--- config.mk ---
export PLATFORM = sky130hd
export DESIGN_NAME = rca_pipe
export DESIGN_NICKNAME = d
export VERILOG_FILES = /design/src/rtl/rca_pipe.sv
export SDC_FILE = /design/constraint.sdc
export NUM_CORES = 1
export LEC_CHECK = 0
export BUFFER_PORTS_ARGS = -buffer_cell sky130_fd_sc_hd__buf_2
export CORE_MARGIN = 5
export CORE_UTILIZATION = 55
export DETAILED_ROUTE_END_ITERATION = 8
export PLACE_DENSITY = 0.75
export SYNTH_ARGS = -nofsm -noshare
export SYNTH_HDL_FRONTEND = slang
export SYNTH_SLANG_ARGS = --single-unit
--- constraint.sdc ---
create_clock -name clk -period 19.7 [get_ports clk]
set_input_delay 0.985 -clock clk [delete_from_list [all_inputs] [get_ports clk]]
set_output_delay 0.985 -clock clk [all_outputs]
set_load 0.1 [all_outputs]
--- src/rtl/rca_pipe.sv ---
// Pipelined ripple-carry adder/subtractor: one WIDTH/STAGES-bit chunk per stage, fixed STAGES+1 latency.
// Optional saturation of signed overflow results when RCA_PIPE_SAT_EN is defined.
module rca_pipe #(
  parameter int WIDTH  = 32,
  parameter int STAGES = 4
) (
  input  logic             clk,
  input  logic             reset,
  input  logic             valid_in,
  input  logic             stall,
  input  logic             sub,
  input  logic [WIDTH-1:0] a,
  input  logic [WIDTH-1:0] b,
  input  logic             ci,
  output logic             valid_out,
  output logic [WIDTH-1:0] s,
  output logic             co,
  output logic             ovf
);

  localparam int C = WIDTH / STAGES;

  // Index 0 is the input register; index k holds the state after chunk k-1 has been added.
  logic             v_r  [0:STAGES];
  logic [WIDTH-1:0] a_r  [0:STAGES];
  logic [WIDTH-1:0] b_r  [0:STAGES];
  logic [WIDTH-1:0] s_r  [0:STAGES];
  logic             c_r  [0:STAGES];
  logic             sa_r [0:STAGES];
  logic             sb_r [0:STAGES];

  logic [WIDTH-1:0] b_eff;
  logic [C:0]       chunk_sum [1:STAGES];
  logic [WIDTH-1:0] s_raw;

  assign b_eff = sub ? ~b : b;

  always_comb begin
    for (int k = 1; k <= STAGES; k++) begin
      chunk_sum[k] = {1'b0, a_r[k-1][(k-1)*C +: C]}
                   + {1'b0, b_r[k-1][(k-1)*C +: C]}
                   + {{C{1'b0}}, c_r[k-1]};
    end
  end

  // NOTE: all pipeline state uses non-blocking assignments so each stage reads the
  // previous stage's value from before this edge, regardless of statement order.
  always_ff @(posedge clk) begin
    if (reset) begin
      for (int k = 0; k <= STAGES; k++) begin
        v_r[k]  <= 1'b0;
        a_r[k]  <= '0;
        b_r[k]  <= '0;
        s_r[k]  <= '0;
        c_r[k]  <= 1'b0;
        sa_r[k] <= 1'b0;
        sb_r[k] <= 1'b0;
      end
    end else if (!stall) begin
      v_r[0]  <= valid_in;
      a_r[0]  <= a;
      b_r[0]  <= b_eff;
      s_r[0]  <= '0;
      c_r[0]  <= sub ? 1'b1 : ci;
      sa_r[0] <= a[WIDTH-1];
      sb_r[0] <= b_eff[WIDTH-1];
      for (int k = 1; k <= STAGES; k++) begin
        v_r[k]  <= v_r[k-1];
        a_r[k]  <= a_r[k-1];
        b_r[k]  <= b_r[k-1];
        sa_r[k] <= sa_r[k-1];
        sb_r[k] <= sb_r[k-1];
        s_r[k]  <= s_r[k-1];
        // Later assignment to the same register wins: only chunk k-1 is overwritten.
        s_r[k][(k-1)*C +: C] <= chunk_sum[k][C-1:0];
        c_r[k]  <= chunk_sum[k][C];
      end
    end
  end

  assign s_raw     = s_r[STAGES];
  assign valid_out = v_r[STAGES];
  assign co        = c_r[STAGES];
  assign ovf       = (sa_r[STAGES] == sb_r[STAGES]) && (s_raw[WIDTH-1] != sa_r[STAGES]);

`ifdef RCA_PIPE_SAT_EN
  // Clamp toward the sign of operand A: positive overflow -> 0111..1, negative -> 1000..0.
  assign s = ovf ? {sa_r[STAGES], {(WIDTH-1){~sa_r[STAGES]}}} : s_raw;
`else
  assign s = s_raw;
`endif

endmodule

=== Word-level counts from Yosys, hierarchy flattened ===
Memories as Yosys holds them, arrays and structs flattened.
Cells that the tools add are included.

* Add/subtract/negate cells: 8
* Equality and inequality tests: 2
* Bitwise logic cells: 40
* Muxes and demuxes: 46
* Reduce and logical (&&, ||, !) cells: 1

{| class="wikitable"
|+ Operators with widths
! cell !! count
|-
| two-way mux 32 bit || 16
|-
| bitwise OR 1 bit || 39
|-
| adder 8 x 8 -> 9 bit || 4
|-
| adder 9 x 1 -> 9 bit || 4
|-
| two-way mux 8 bit || 4
|-
| inverter 32 bit || 1
|-
| two-way mux 1 bit || 26
|-
| equality test 1 bit || 1
|-
| logical AND 1 bit || 1
|-
| != test 1 bit || 1
|}

* Memories: 7
* Output and inout port bits: 35
* Memory bits (writable): 500
* Word-level logic and storage cells: 104
* Flip-flop bits (word level): 0
* Bits of input ports: 70

{| class="wikitable"
|+ Memories
! memory !! depth !! bits a word !! read ports !! clocked after memory_dff !! wr ports !! line !! text
|-
| a_r || 5 || 32 || 4 || 0 || 5 || 25 || <nowiki>logic [WIDTH-1:0] a_r [0:STAGES];</nowiki>
|-
| b_r || 5 || 32 || 4 || 0 || 5 || 26 || <nowiki>logic [WIDTH-1:0] b_r [0:STAGES];</nowiki>
|-
| s_r || 5 || 32 || 5 || 0 || 5 || 27 || <nowiki>logic [WIDTH-1:0] s_r [0:STAGES];</nowiki>
|-
| c_r || 5 || 1 || 5 || 0 || 5 || 28 || <nowiki>logic c_r [0:STAGES];</nowiki>
|-
| sa_r || 5 || 1 || 5 || 0 || 5 || 29 || <nowiki>logic sa_r [0:STAGES];</nowiki>
|-
| sb_r || 5 || 1 || 5 || 0 || 5 || 30 || <nowiki>logic sb_r [0:STAGES];</nowiki>
|-
| 1 more memories || n/a || n/a || n/a || n/a || n/a || n/a ||
|}

=== Depth between registers and ports, before layout ===
Gate-level depths: netlist of run 1.

* Depth in word-level cells: 5
* Mapped depth: 7
* Depth with buffers taken out: 7

=== Worst setup path before layout of run 1 ===
OpenSTA, ideal clock, no wires.

* Path kind: input -> register
* Start point: input port stall
* End point: memory a_r[0][0] (enable)
* Stages on the path: 1
* Arrival time: 6.367 ns
* Path buffers: 0
* Required time: 19.073 ns
* Slack: 12.706 ns
* Library setup time: 0.627 ns
* Path through: or2b_1

{| class="wikitable"
|+ RTL lines
! element !! line !! text
|-
| from (decl) || 10 || <nowiki>input logic stall,</nowiki>
|-
| to (decl) || 25 ||
|}

==> impl_results.md, run 1 <==
- Area of all placed cells without fillers: 12500 µm²
- Die height: 151 µm
- # clock sinks: 252
- Share of final-layout standard cells stronger than drive strength 1: 0.170
- Clk slew on worst S/H paths: 0.06 ns
- Transition time of the tightest slew-check pin: 1.09 ns
- Area enclosed by the die boundary: 22700 µm²
- Path type of the worst setup path: in2reg
- Main synth FF type: sky130_fd_sc_hd__edfxtp_1
- Count of port buffers added during placement: 104
- Number of core rows: 51
- Required time worst endpoint: 19.83 ns
- Overall via count from detail_route: 5722
- Post-CTS resize count: 0
- Count of routing violations after the opening detailed-route iteration: 382
- Per-cell via count in the routed design: 5.00
- Post-synth EDFFs: 252
- H-tree levels: 1
- Final clock period utilization by the worst path: 0.146
- Number of antenna repair diodes: 0
- Nature of the critical path startpoint: input port
- LEAKAGE: 0.00495 µW
- Number of CTS-inserted buffers: 26
- Most common library cell in the layout ignoring fill and taps: sky130_fd_sc_hd__edfxtp_1
- Final routed wirelength across all metal layers: 16.0 mm
- Sequential element share of the synthesized area: 0.696
- Setup TNS: 0 ns
- Final antenna-violating net count: 0
- Initial antenna violation count: 0
- # Post-CTS Setup Buffers: 0
- Top library cells by usage in the layout, fill and taps aside: sky130_fd_sc_hd__edfxtp_1 (252), sky130_fd_sc_hd__and2_1 (189), sky130_fd_sc_hd__buf_2 (104)
- Number of global-route vias before repair: 5477
- CP endpoint kind: register
- Initial core utilization: 0.558
- Type of the worst min-delay path: reg2reg
- Overall die width: 151 µm
- Peak ir drop on the vdd network: 0.0000597 V
- Number of buffers added to fix hold violations after cts: 0
- Max-slew violation count: 0
- MaxCap Viol Count: 0
- Yosys warning total: 0
- Maximum fanout count along the critical path: 92
- Clock latency on the worst-skew pair: 0.52 ns
- Maximum number of buffers from clock root to sink: 3
- Data arrival time of the critical path: 3.00 ns
- Async SR Flop Fraction: 0
- Final hold viol count: 0
- Mean routed wirelength per cell: 13.9 µm
- Worst slew slack as a fraction of its limit: 0.272
- Fmax: 0.348 GHz
- # fillers: 1431
- Hold path depth: 1
- DR DRC count: 0
- Worst-case clock skew: 0.00798 ns
- Number of storage elements in the synthesis netlist: 252
- Final core occ: 0.640
- Length in cells of the worst reg-to-reg path: 6
- Floorplan core area: 19500 µm²
- Total power divided by cell area: 100 nW/µm²
- Result of the run: finished, final reports clean
- Final-stage net count: 966
- Routability-driven placement congestion ratio: 0.845
- Number of instances in the synthesized netlist: 756
- TritonCTS clock tree: yes
- Root buffer cell: sky130_fd_sc_hd__clkbuf_16
- Number of ports placed on the die boundary: 105
- Number of distinct library cells after synthesis: 37
- Average size of a mapped cell: 14.4 µm²
- Detailed-placement wirelength estimate: 9.75 mm
- Post-Synthesis Net Count: 862
- Final period demand of the worst path: 2.87 ns
- Syn-to-layout area delta: 14.6%
- First-pass GRT wire length: 26.2 mm
- Total power of the final layout: 1250 µW
- Maximum number of pins on one net before global-route repair: 131
- Overall global routing resource usage: 0.144
- RSZ-0062 raised after global routing: false
- Cell area after synthesis: 10900 µm²
- Number of detailed-route iterations in the first pass: 4
- Finish-stage setup viols: 0
- Area of placed instances: 11600 µm²
- Remaining global-route overflow: 0
==> critical path, stage by stage <==
cell,delay [ns]
sky130_fd_sc_hd__buf_2,0.12
sky130_fd_sc_hd__or2b_4,0.86
sky130_fd_sc_hd__buf_4,0.98
==> per-layer routing <==
layer,part of all wire,vias up,wire [µm],track usage
met4,0.020,0,314,0.0457
met3,0.061,23,969,0.0304
met2,0.49,149,7850,0.239
li1,-,2939,-,-
met1,0.43,2611,6820,0.190
met5,0,-,0,0
==> kinds of logic after synthesis <==
family                     after synthesis  synth area share
adders and majority gates               36            0.0470
DFF                                    252             0.696
and+or+nand+nor                        306             0.162
xor gates and xnor gates                34            0.0274
buffers and inverters                   47            0.0182
AOI/OAI and AO/OA                       79            0.0471
muxes                                    2           0.00184
==> worst paths after layout <==
check,startpoint,end,slack (ns)
setup / recovery,stall,sa_r[0][2],16.83
hold / removal,a_r[0][28],a_r[0][60],0.51
setup reg to reg,a_r[0][40],s_r[2][14],17.32
hold reg to reg,a_r[0][28],a_r[0][60],0.51
==> flip-flops by register name, summed over array words and instances, names as in the netlist <==
register  flops
b_r          76
a_r          76
sb_r          5
sa_r          5
v_r           5
s_r          80
c_r           5
==> report_power, final <==
part,switching (µW),internal [µW],total [µW]
combinational,87.7,37.9,126
sequential,9.97,634,644
clock,188,288,476
total,286,960,1250
==> synthesized netlist by cell type, types with 5 or more instances <==
master	count	area, µm²
sky130_fd_sc_hd__nand2_1	9	33.8
sky130_fd_sc_hd__inv_1	14	52.6
sky130_fd_sc_hd__a21oi_1	12	60.1
sky130_fd_sc_hd__nor4b_1	5	43.8
sky130_fd_sc_hd__nand3_1	6	30.0
sky130_fd_sc_hd__nor2_1	54	203
sky130_fd_sc_hd__o21a_1	9	67.6
sky130_fd_sc_hd__edfxtp_1	252	7570
sky130_fd_sc_hd__fa_1	8	160
sky130_fd_sc_hd__o21ai_0	22	110
sky130_fd_sc_hd__ha_1	28	350
sky130_fd_sc_hd__xnor2_1	34	298
sky130_fd_sc_hd__buf_2	11	55.1
sky130_fd_sc_hd__nor2b_1	5	31.3
sky130_fd_sc_hd__clkbuf_1	20	75.1
sky130_fd_sc_hd__nor4_1	5	31.3
sky130_fd_sc_hd__a211oi_1	11	82.6
sky130_fd_sc_hd__o2111ai_1	5	43.8
sky130_fd_sc_hd__a31oi_1	8	50.1
sky130_fd_sc_hd__nor3_1	21	105
sky130_fd_sc_hd__and2_1	189	1180
==> area by class of cell <==
class	count	area, µm²	share of cell area
Inverter	14	52.6	0.00422
Timing Repair Buffer	109	558	0.0448
Sequential cell	252	7570	0.608
Clock inverter	15	143	0.0115
Clock buffer	32	694	0.0558
Tap cell	265	332	0.0266
Multi-Input combinational cell	457	3110	0.250
==> metrics by stage <==
| step | setup slack [ns] | hold slack [ns] | std cells |
|---|---|---|---|
| after floorplan | 12.71 | 0.497 | 756 |
| after detailed placement | 16.23 | 0.501 | 1097 |
| final | 16.83 | 0.507 | 1144 |
| after global routing | 16.65 | 0.527 | 1144 |
| after CTS | 16.77 | 0.509 | 1144 |
| after global placement | 16.27 | 0.499 | 1097 |
(Power assumes the default switching activity.)
==> inputs of run 2 (changes only) <==
==> constraint.sdc (replaced) <==
create_clock -name clk -period 2.8 [get_ports clk]
set_input_delay 0.14 -clock clk [delete_from_list [all_inputs] [get_ports clk]]
set_output_delay 0.14 -clock clk [all_outputs]
set_load 0.1 [all_outputs]
==> run 2 against run 1 <==
  * First-iteration DRC count is 23% lower
  * Die area stayed put
  * Clock power increased to 7.0 times the previous value
  * Worst setup slack worse by 16 ns
  * Register-to-register slack lost 17 ns
  * Sequential cell count is the same
  * Cell count is 6.5% higher
  * Sequential share of layout area is 3.7 points lower
  * Via count is 6.6% higher
  * Critical endpoint is now s_r[1][6]
  * Largest cell class unchanged
  * Largest power group unchanged
==> impl_results.md, run 2 (synthesis results as in run 1) <==
- Total power divided by cell area: 667 nW/µm² (+570%)
- Startpoint of the worst setup timing path: a_r[0][0]
- Area enclosed by the die boundary: 22700 µm² (unchanged)
- Initial antenna violation count: 0 (unchanged)
- Number of antenna repair diodes: 0 (unchanged)
- Detailed-placement wirelength estimate: 10.7 mm (+9.4%)
- Worst slew slack as a fraction of its limit: 0.337 (+0.0651)
- Biggest regs: s_r (80), a_r (76), b_r (76)
- Setup TNS: 0 ns (unchanged)
- Routability-driven placement congestion ratio: 0.859 (+1.6%)
- Register containing the most flip-flops in the final layout: s_r
- # clock sinks: 252 (unchanged)
- Number of core rows: 51 (unchanged)
- Maximum number of buffers from clock root to sink: 3 (unchanged)
- Critical R2R Launch: a_r[0][0]
- Transition time of the tightest slew-check pin: 0.994 ns (-0.0976 ns)
- Type of the worst min-delay path: in2reg
- Overall via count from detail_route: 6100 (+6.6%)
- Maximum number of pins on one net before global-route repair: 52 (-60%)
- RR Endpoint: s_r[1][6]
- Number of ports placed on the die boundary: 105 (unchanged)
- Length in cells of the worst reg-to-reg path: 6 (unchanged)
- MaxCap Viol Count: 0 (unchanged)
- Max-slew violation count: 0 (unchanged)
- Initial core utilization: 0.558 (unchanged)
- Final antenna-violating net count: 0 (unchanged)
- Root buffer cell: sky130_fd_sc_hd__clkbuf_16
- Data arrival time of the critical path: 2.60 ns (-0.40 ns)
- TritonCTS clock tree: yes
- Count of port buffers added during placement: 104 (unchanged)
- DR DRC count: 0 (unchanged)
- Per-cell via count in the routed design: 5.01 (+0.13%)
- Share of final-layout standard cells stronger than drive strength 1: 0.168 (-0.00162)
- Capturing instance or port of the critical path: s_r[1][6]
- Final hold viol count: 0 (unchanged)
- Final clock period utilization by the worst path: 0.848
- Final-stage net count: 1041 (+7.8%)
- Count of routing violations after the opening detailed-route iteration: 293 (-23%)
- Maximum fanout count along the critical path: 3 (-97%)
- Number of detailed-route iterations in the first pass: 5 (+1)
- Syn-to-layout area delta: 22.1%
- Number of CTS-inserted buffers: 26 (unchanged)
- Result of the run: finished, final reports clean
- Post-CTS resize count: 0 (unchanged)
- Number of buffers added to fix hold violations after cts: 65 (+65)
- Required time worst endpoint: 3.02 ns (-16.81 ns)
- Remaining global-route overflow: 0 (unchanged)
- Clk slew on worst S/H paths: 0.06 ns (about the same)
- Mean routed wirelength per cell: 14.0 µm (+0.44%)
- H-tree levels: 1 (unchanged)
- Top library cells by usage in the layout, fill and taps aside: sky130_fd_sc_hd__edfxtp_1 (252), sky130_fd_sc_hd__and2_1 (189), sky130_fd_sc_hd__buf_2 (104)
- # Post-CTS Setup Buffers: 0 (unchanged)
- CP endpoint kind: register
- Finish-stage setup viols: 0 (unchanged)
- # fillers: 1305 (-8.8%)
- Worst-case clock skew: 0.00501 ns (-0.00296 ns)
- Peak ir drop on the vdd network: 0.000404 V (+580%)
- First-pass GRT wire length: 28.3 mm (+8.2%)
- Fmax: 0.421 GHz
- Final core occ: 0.682 (+0.0417)
- Slack of the worst reg-to-reg path: 0.42 ns (-16.90 ns)
- Most common library cell in the layout ignoring fill and taps: sky130_fd_sc_hd__edfxtp_1
- Path type of the worst setup path: reg2reg
- Final routed wirelength across all metal layers: 17.1 mm (+6.9%)
- Overall global routing resource usage: 0.155 (+0.0112)
- Final period demand of the worst path: 2.38 ns
- Die height: 151 µm (unchanged)
- Overall die width: 151 µm (unchanged)
- Nature of the critical path startpoint: register
- Clock latency on the worst-skew pair: 0.51 ns (about the same)
- RSZ-0062 raised after global routing: false
- Number of global-route vias before repair: 6011 (+9.7%)
- Max FFs per register: 80 (unchanged)
- Floorplan core area: 19500 µm² (unchanged)
- LEAKAGE: 0.00531 µW (+7.2%)
-- run 2: changes by cell type in the layout (fill, tap and decap cells not counted) --
cell and change:
sky130_fd_sc_hd__buf_12 +7, sky130_fd_sc_hd__buf_4 +3, sky130_fd_sc_hd__clkbuf_1 -1, sky130_fd_sc_hd__clkinv_1 -1, sky130_fd_sc_hd__clkinv_2 +1, sky130_fd_sc_hd__dlygate4sd3_1 +65, sky130_fd_sc_hd__o21ai_0 -1, sky130_fd_sc_hd__o21ai_1 +1
-- run 2: where the power goes --
group | switching (µW) | leakage (µW) | total [µW] | internal [µW]
Sequential | 72.4 | 0.00277 | 4530 | 4460
Combinational | 639 | 0.00212 | 987 | 349
Clock | 1310 | 0.000415 | 3330 | 2020
-- run 2: worst max-delay path: stages (launching register included) --
cell and delay, ns:
sky130_fd_sc_hd__edfxtp_1 0.40, sky130_fd_sc_hd__fa_1 0.50, sky130_fd_sc_hd__fa_1 0.47, sky130_fd_sc_hd__a21oi_1 0.18, sky130_fd_sc_hd__o21ai_0 0.20, sky130_fd_sc_hd__mux2i_1 0.19, sky130_fd_sc_hd__o311ai_0 0.15
-- run 2: area by class of cell --
| cell class | count | area [µm²] | area share |
|---|---|---|---|
| Sequential cell | 252 | 7570 | 0.570 |
| Multi-Input combinational cell | 457 | 3110 | 0.234 |
| Timing Repair Buffer | 184 | 1370 | 0.103 |
| Clock buffer | 31 | 691 | 0.0521 |
| Tap cell | 265 | 332 | 0.0250 |
| Clock inverter | 15 | 144 | 0.0108 |
| Inverter | 14 | 52.6 | 0.00396 |
-- run 2: worst min path at each step --
stage / startpoint / end / slack (ns) / depth (start not counted)
2_1_floorplan: ci / c_r[0][0] / 0.34 / 2
3_3_place_gp: a[18] / a_r[0][18] / 0.42 / 2
3_5_place_dp: a[13] / a_r[0][13] / 0.42 / 2
4_1_cts: b[30] / b_r[0][30] / 0.008 / 3
5_1_grt: b[30] / b_r[0][30] / 0.03 / 3
6_report: b[30] / b_r[0][30] / 0.008 / 3
-- run 2: routing by layer --
metal	up-vias	global-route usage	part of all wire
li1	3076	-	-
met1	2826	0.204	0.42
met2	168	0.264	0.50
met3	30	0.0271	0.058
met4	0	0.0471	0.023
met5	-	0	0
-- run 2: metrics by stage --
| stage | setup slack, ns | total power (µW) | hold slack (ns) | instance area (µm²) | std cells |
|---|---|---|---|---|---|
| CTS | 0.430 | 8920 | 0.00778 | 13300 | 1218 |
| global route | 0.289 | 9210 | 0.0342 | 13300 | 1218 |
| finish | 0.425 | 8850 | 0.00836 | 13300 | 1218 |
| global placement | 0.523 | 5500 | 0.419 | 11800 | 1107 |
| floorplan | 0.307 | 5300 | 0.336 | 10900 | 756 |
| detailed placement | 0.432 | 5530 | 0.420 | 11800 | 1107 |
==> inputs of run 3 (changes only) <==
--- a/config.mk
+++ b/config.mk
@@ -5,6 +5,7 @@
 export SDC_FILE = /design/constraint.sdc
 export NUM_CORES = 1
 export LEC_CHECK = 0
+export ABC_AREA = 1
 export BUFFER_PORTS_ARGS = -buffer_cell sky130_fd_sc_hd__buf_2
 export CORE_MARGIN = 5
 export CORE_UTILIZATION = 55
==> constraint.sdc (replaced) <==
create_clock -name clk -period 2.3 [get_ports clk]
set_input_delay 0.115 -clock clk [delete_from_list [all_inputs] [get_ports clk]]
set_output_delay 0.115 -clock clk [all_outputs]
set_load 0.1 [all_outputs]
==> run 3 against run 2 <==
  * Routed wire length rose by 9.5%
  * Sequential share of layout area fell by 1.1 points
  * Sequential power rose by 22%
  * Critical path depth rose by 2
  * Hold slack improved by 0.018 ns
  * Highest routed layer unchanged
  * Non-clock buffer count did not move
  * Fmax rose by 15%
  * First-iteration DRC count rose by 46%
  * Global-route usage rose by 1.0 points
  * Cell count rose by 22%
==> impl_results.md, run 3 <==
- Result of the run: finished, final reports clean
- Syn-to-layout area delta: 21.3%
- Transition time of the tightest slew-check pin: 0.524 ns (-0.470 ns)
- Yosys warning total: 0 (unchanged)
- Max FFs per register: 80 (unchanged)
- H-tree levels: 1 (unchanged)
- Post-synth EDFFs: 252 (unchanged)
- Sequential element share of the synthesized area: 0.678 (-0.0184)
- Most used standard cell by instance count after synthesis: sky130_fd_sc_hd__nor2_1
- Count of routing violations after the opening detailed-route iteration: 428 (+46%)
- Fraction of synthesized area in multiplexers: 0 (-0.00184)
- Overall die width: 152 µm (+1.3%)
- Post-Synthesis Net Count: 1120 (+30%)
- Leading cell types by count after synthesis: sky130_fd_sc_hd__nor2_1 (263), sky130_fd_sc_hd__edfxtp_1 (252), sky130_fd_sc_hd__inv_1 (237)
- Biggest regs: s_r (80), a_r (76), b_r (76)
- Type of the worst min-delay path: in2reg
- Final period demand of the worst path: 2.07 ns (-0.305 ns)
- Clock latency on the worst-skew pair: 0.51 ns (about the same)
- Cell area after synthesis: 11200 µm² (+2.7%)
- Most common library cell in the layout ignoring fill and taps: sky130_fd_sc_hd__nor2_1
- Setup TNS: 0 ns (unchanged)
- Share of final-layout standard cells stronger than drive strength 1: 0.134 (-0.0343)
- Clock network fraction of total power: 0.378 (about the same)
- Total power of the final layout: 10900 µW (+23%)
- Final antenna-violating net count: 0 (unchanged)
- Data arrival time of the critical path: 2.32 ns (-0.28 ns)
- Clk slew on worst S/H paths: 0.06 ns (about the same)
- Register share of total power: 0.505 (-0.007)
- First-pass GRT wire length: 32.3 mm (+14%)
- Number of ports placed on the die boundary: 105 (unchanged)
- Number of distinct library cells after synthesis: 22 (-41%)
- Average size of a mapped cell: 11.0 µm² (-23%)
- # fillers: 1428 (+9.4%)
- Path type of the worst setup path: reg2reg
- Remaining global-route overflow: 0 (unchanged)
- LEAKAGE: 0.00603 µW (+14%)
- Mean routed wirelength per cell: 12.6 µm (-10%)
- Required time worst endpoint: 2.55 ns (-0.47 ns)
- Root buffer cell: sky130_fd_sc_hd__clkbuf_16
- CP endpoint kind: register
- MaxCap Viol Count: 0 (unchanged)
- Fraction of power spent switching nets: 0.240 (+0.0113)
- Async SR Flop Fraction: 0 (unchanged)
- DR DRC count: 0 (unchanged)
- Final setup margin: 0.229 ns (-0.195 ns)
- Number of core rows: 52 (+2.0%)
- Initial antenna violation count: 1 (+1)
- # clock sinks: 252 (unchanged)
- Nature of the critical path startpoint: register
- Synth Area in Simple Gates: 0.134 (-0.0282)
- Final core occ: 0.673 (-0.00851)
- Number of detailed-route iterations in the first pass: 4 (-1)
- Maximum fanout count along the critical path: 3 (unchanged)
- Area enclosed by the die boundary: 23200 µm² (+2.5%)
- Routability-driven placement congestion ratio: 0.912 (+6.2%)
- Fraction of power consumed by combinational cells: 0.117 (+0.005)
- Max-slew violation count: 0 (unchanged)
- Number of instances in the synthesized netlist: 1014 (+34%)
- Top library cells by usage in the layout, fill and taps aside: sky130_fd_sc_hd__nor2_1 (263), sky130_fd_sc_hd__edfxtp_1 (252), sky130_fd_sc_hd__inv_1 (237)
- Main synth FF type: sky130_fd_sc_hd__edfxtp_1
- Post-placement worst setup slack: 0.224 ns (-0.208 ns)
- Maximum number of buffers from clock root to sink: 3 (unchanged)
- Worst-case clock skew: 0.0108 ns (+0.00581 ns)
- Adder-cell share of the synthesized area: 0.0457 (-0.00124)
- Number of storage elements in the synthesis netlist: 252 (unchanged)
- Finish-stage setup viols: 0 (unchanged)
- Final hold viol count: 0 (unchanged)
- Floorplan core area: 20100 µm² (+3.3%)
- Register containing the most flip-flops in the final layout: s_r
- Final-stage net count: 1301 (+25%)
- Initial core utilization: 0.555 (-0.00314)
- Xor-xnor portion of the synthesized cell area: 0.0267 (-0.000725)
- Per-cell via count in the routed design: 4.61 (-8.0%)
- Peak ir drop on the vdd network: 0.000737 V (+83%)
- Switching pwr: 2610 µW (+29%)
- Detailed-placement wirelength estimate: 11.4 mm (+6.7%)
- Overall via count from detail_route: 6835 (+12%)
- Largest cells by area after synthesis: sky130_fd_sc_hd__edfxtp_1 (68%), sky130_fd_sc_hd__nor2_1 (8.8%), sky130_fd_sc_hd__inv_1 (8.0%)
- Internal Pwr Total: 8290 µW (+21%)
- Number of global-route vias before repair: 7021 (+17%)
- Number of CTS-inserted buffers: 26 (unchanged)
- Synth top area share: 0.678 (-0.0184)
- RSZ-0062 raised after global routing: false
- TritonCTS clock tree: yes
- Final routed wirelength across all metal layers: 18.7 mm (+9.5%)
- Synth area leader: sky130_fd_sc_hd__edfxtp_1
- Count of port buffers added during placement: 104 (unchanged)
- Fmax: 0.483 GHz (+15%)
- Share of the synthesized area in compound gates (AO/OA/AOI/OAI): 0.0179 (-0.0292)
- Overall global routing resource usage: 0.165 (+0.0105)
- Total power divided by cell area: 805 nW/µm² (+21%)
- Final clock period utilization by the worst path: 0.900 (+0.0520)
- Maximum number of pins on one net before global-route repair: 59 (+13%)
- Worst slew slack as a fraction of its limit: 0.651 (+0.314)
- Combinational family with the most area after synthesis: simple AND/OR/NAND/NOR gates
- Die height: 152 µm (+1.3%)
[run 3: cell types whose count changed after synthesis, sizes merged, moves of 16 or more]
| cell | delta |
|---|---|
| a21oi | +22 |
| nand2 | +80 |
| and2 | -188 |
| nor3 | -21 |
| nand3 | +18 |
| nor2 | +209 |
| inv | +224 |
| clkbuf | -16 |
| o21ai | -19 |
[run 3: kinds of logic after synthesis]
kind of cell / count (synthesis)
xor+xnor: 34
compound gates: 39
buf+inv: 269
fa+ha+maj: 36
flops: 252
simple gates: 384
[run 3: stage by stage]
stage	std cells	hold WS (ns)	instance area (µm²)
floorplan	1014	0.323	11200
global placement	1373	0.411	12100
detailed placement	1373	0.415	12100
CTS	1483	0.0170	13500
global route	1484	0.0232	13500
finish	1484	0.0259	13500
[run 3: worst max-delay path: stages (launching register included)]
cell and delay (ns):
sky130_fd_sc_hd__edfxtp_1 0.39, sky130_fd_sc_hd__fa_1 0.48, sky130_fd_sc_hd__fa_1 0.45, sky130_fd_sc_hd__nand2_1 0.10, sky130_fd_sc_hd__nand2_1 0.09, sky130_fd_sc_hd__nand3_1 0.10, sky130_fd_sc_hd__nand2_1 0.08, sky130_fd_sc_hd__nand2_1 0.07
sky130_fd_sc_hd__a21oi_1 0.06
[run 3: area by class of cell]
cell class	instances	area, µm²	share of cell area
flip-flops and latches	252	7570	0.559
multi-input cells	493	2520	0.186
repair buffers	184	1370	0.101
inverters	238	898	0.0664
clock buffers	32	694	0.0513
well taps	270	338	0.0250
clock inverters	14	141	0.0104
diodes	1	2.50	0.000185
[run 3: final timing paths]
check | to | startpoint | cells past startpoint | slack (ns)
setup / recovery | s_r[1][6] | a_r[0][0] | 8 | 0.23
hold / removal | b_r[0][16] | b[16] | 3 | 0.03
setup reg to reg | s_r[1][6] | a_r[0][0] | 8 | 0.23
hold reg to reg | a_r[0][81] | a_r[0][49] | 2 | 0.54
[run 3: metal layers]
layer  up-vias  part of all wire  GRT usage
li1       3518                 -          -
met1      3128              0.42      0.212
met2       149              0.51      0.290
met3        40             0.045     0.0290
met4         0             0.022     0.0501
met5         -                 0          0
[run 3: repair_timing]
action | in CTS | in global routing
hold buffers | 64 | 0
resized for setup | 0 | 0
buffers inserted | 0 | 0
endpoints found under the hold margin | 64 | 0
setup endpoints to repair | 0 | 0
[run 3: power groups by stage]
stage          clock network [µW]  registers [µW]  logic (µW)
2_1_floorplan                   0            5890         611
3_3_place_gp                    0            5600        1150
3_5_place_dp                    0            5610        1180
4_1_cts                      4170            5510        1270
5_1_grt                      4390            5540        1410
6_report                     4120            5510        1270
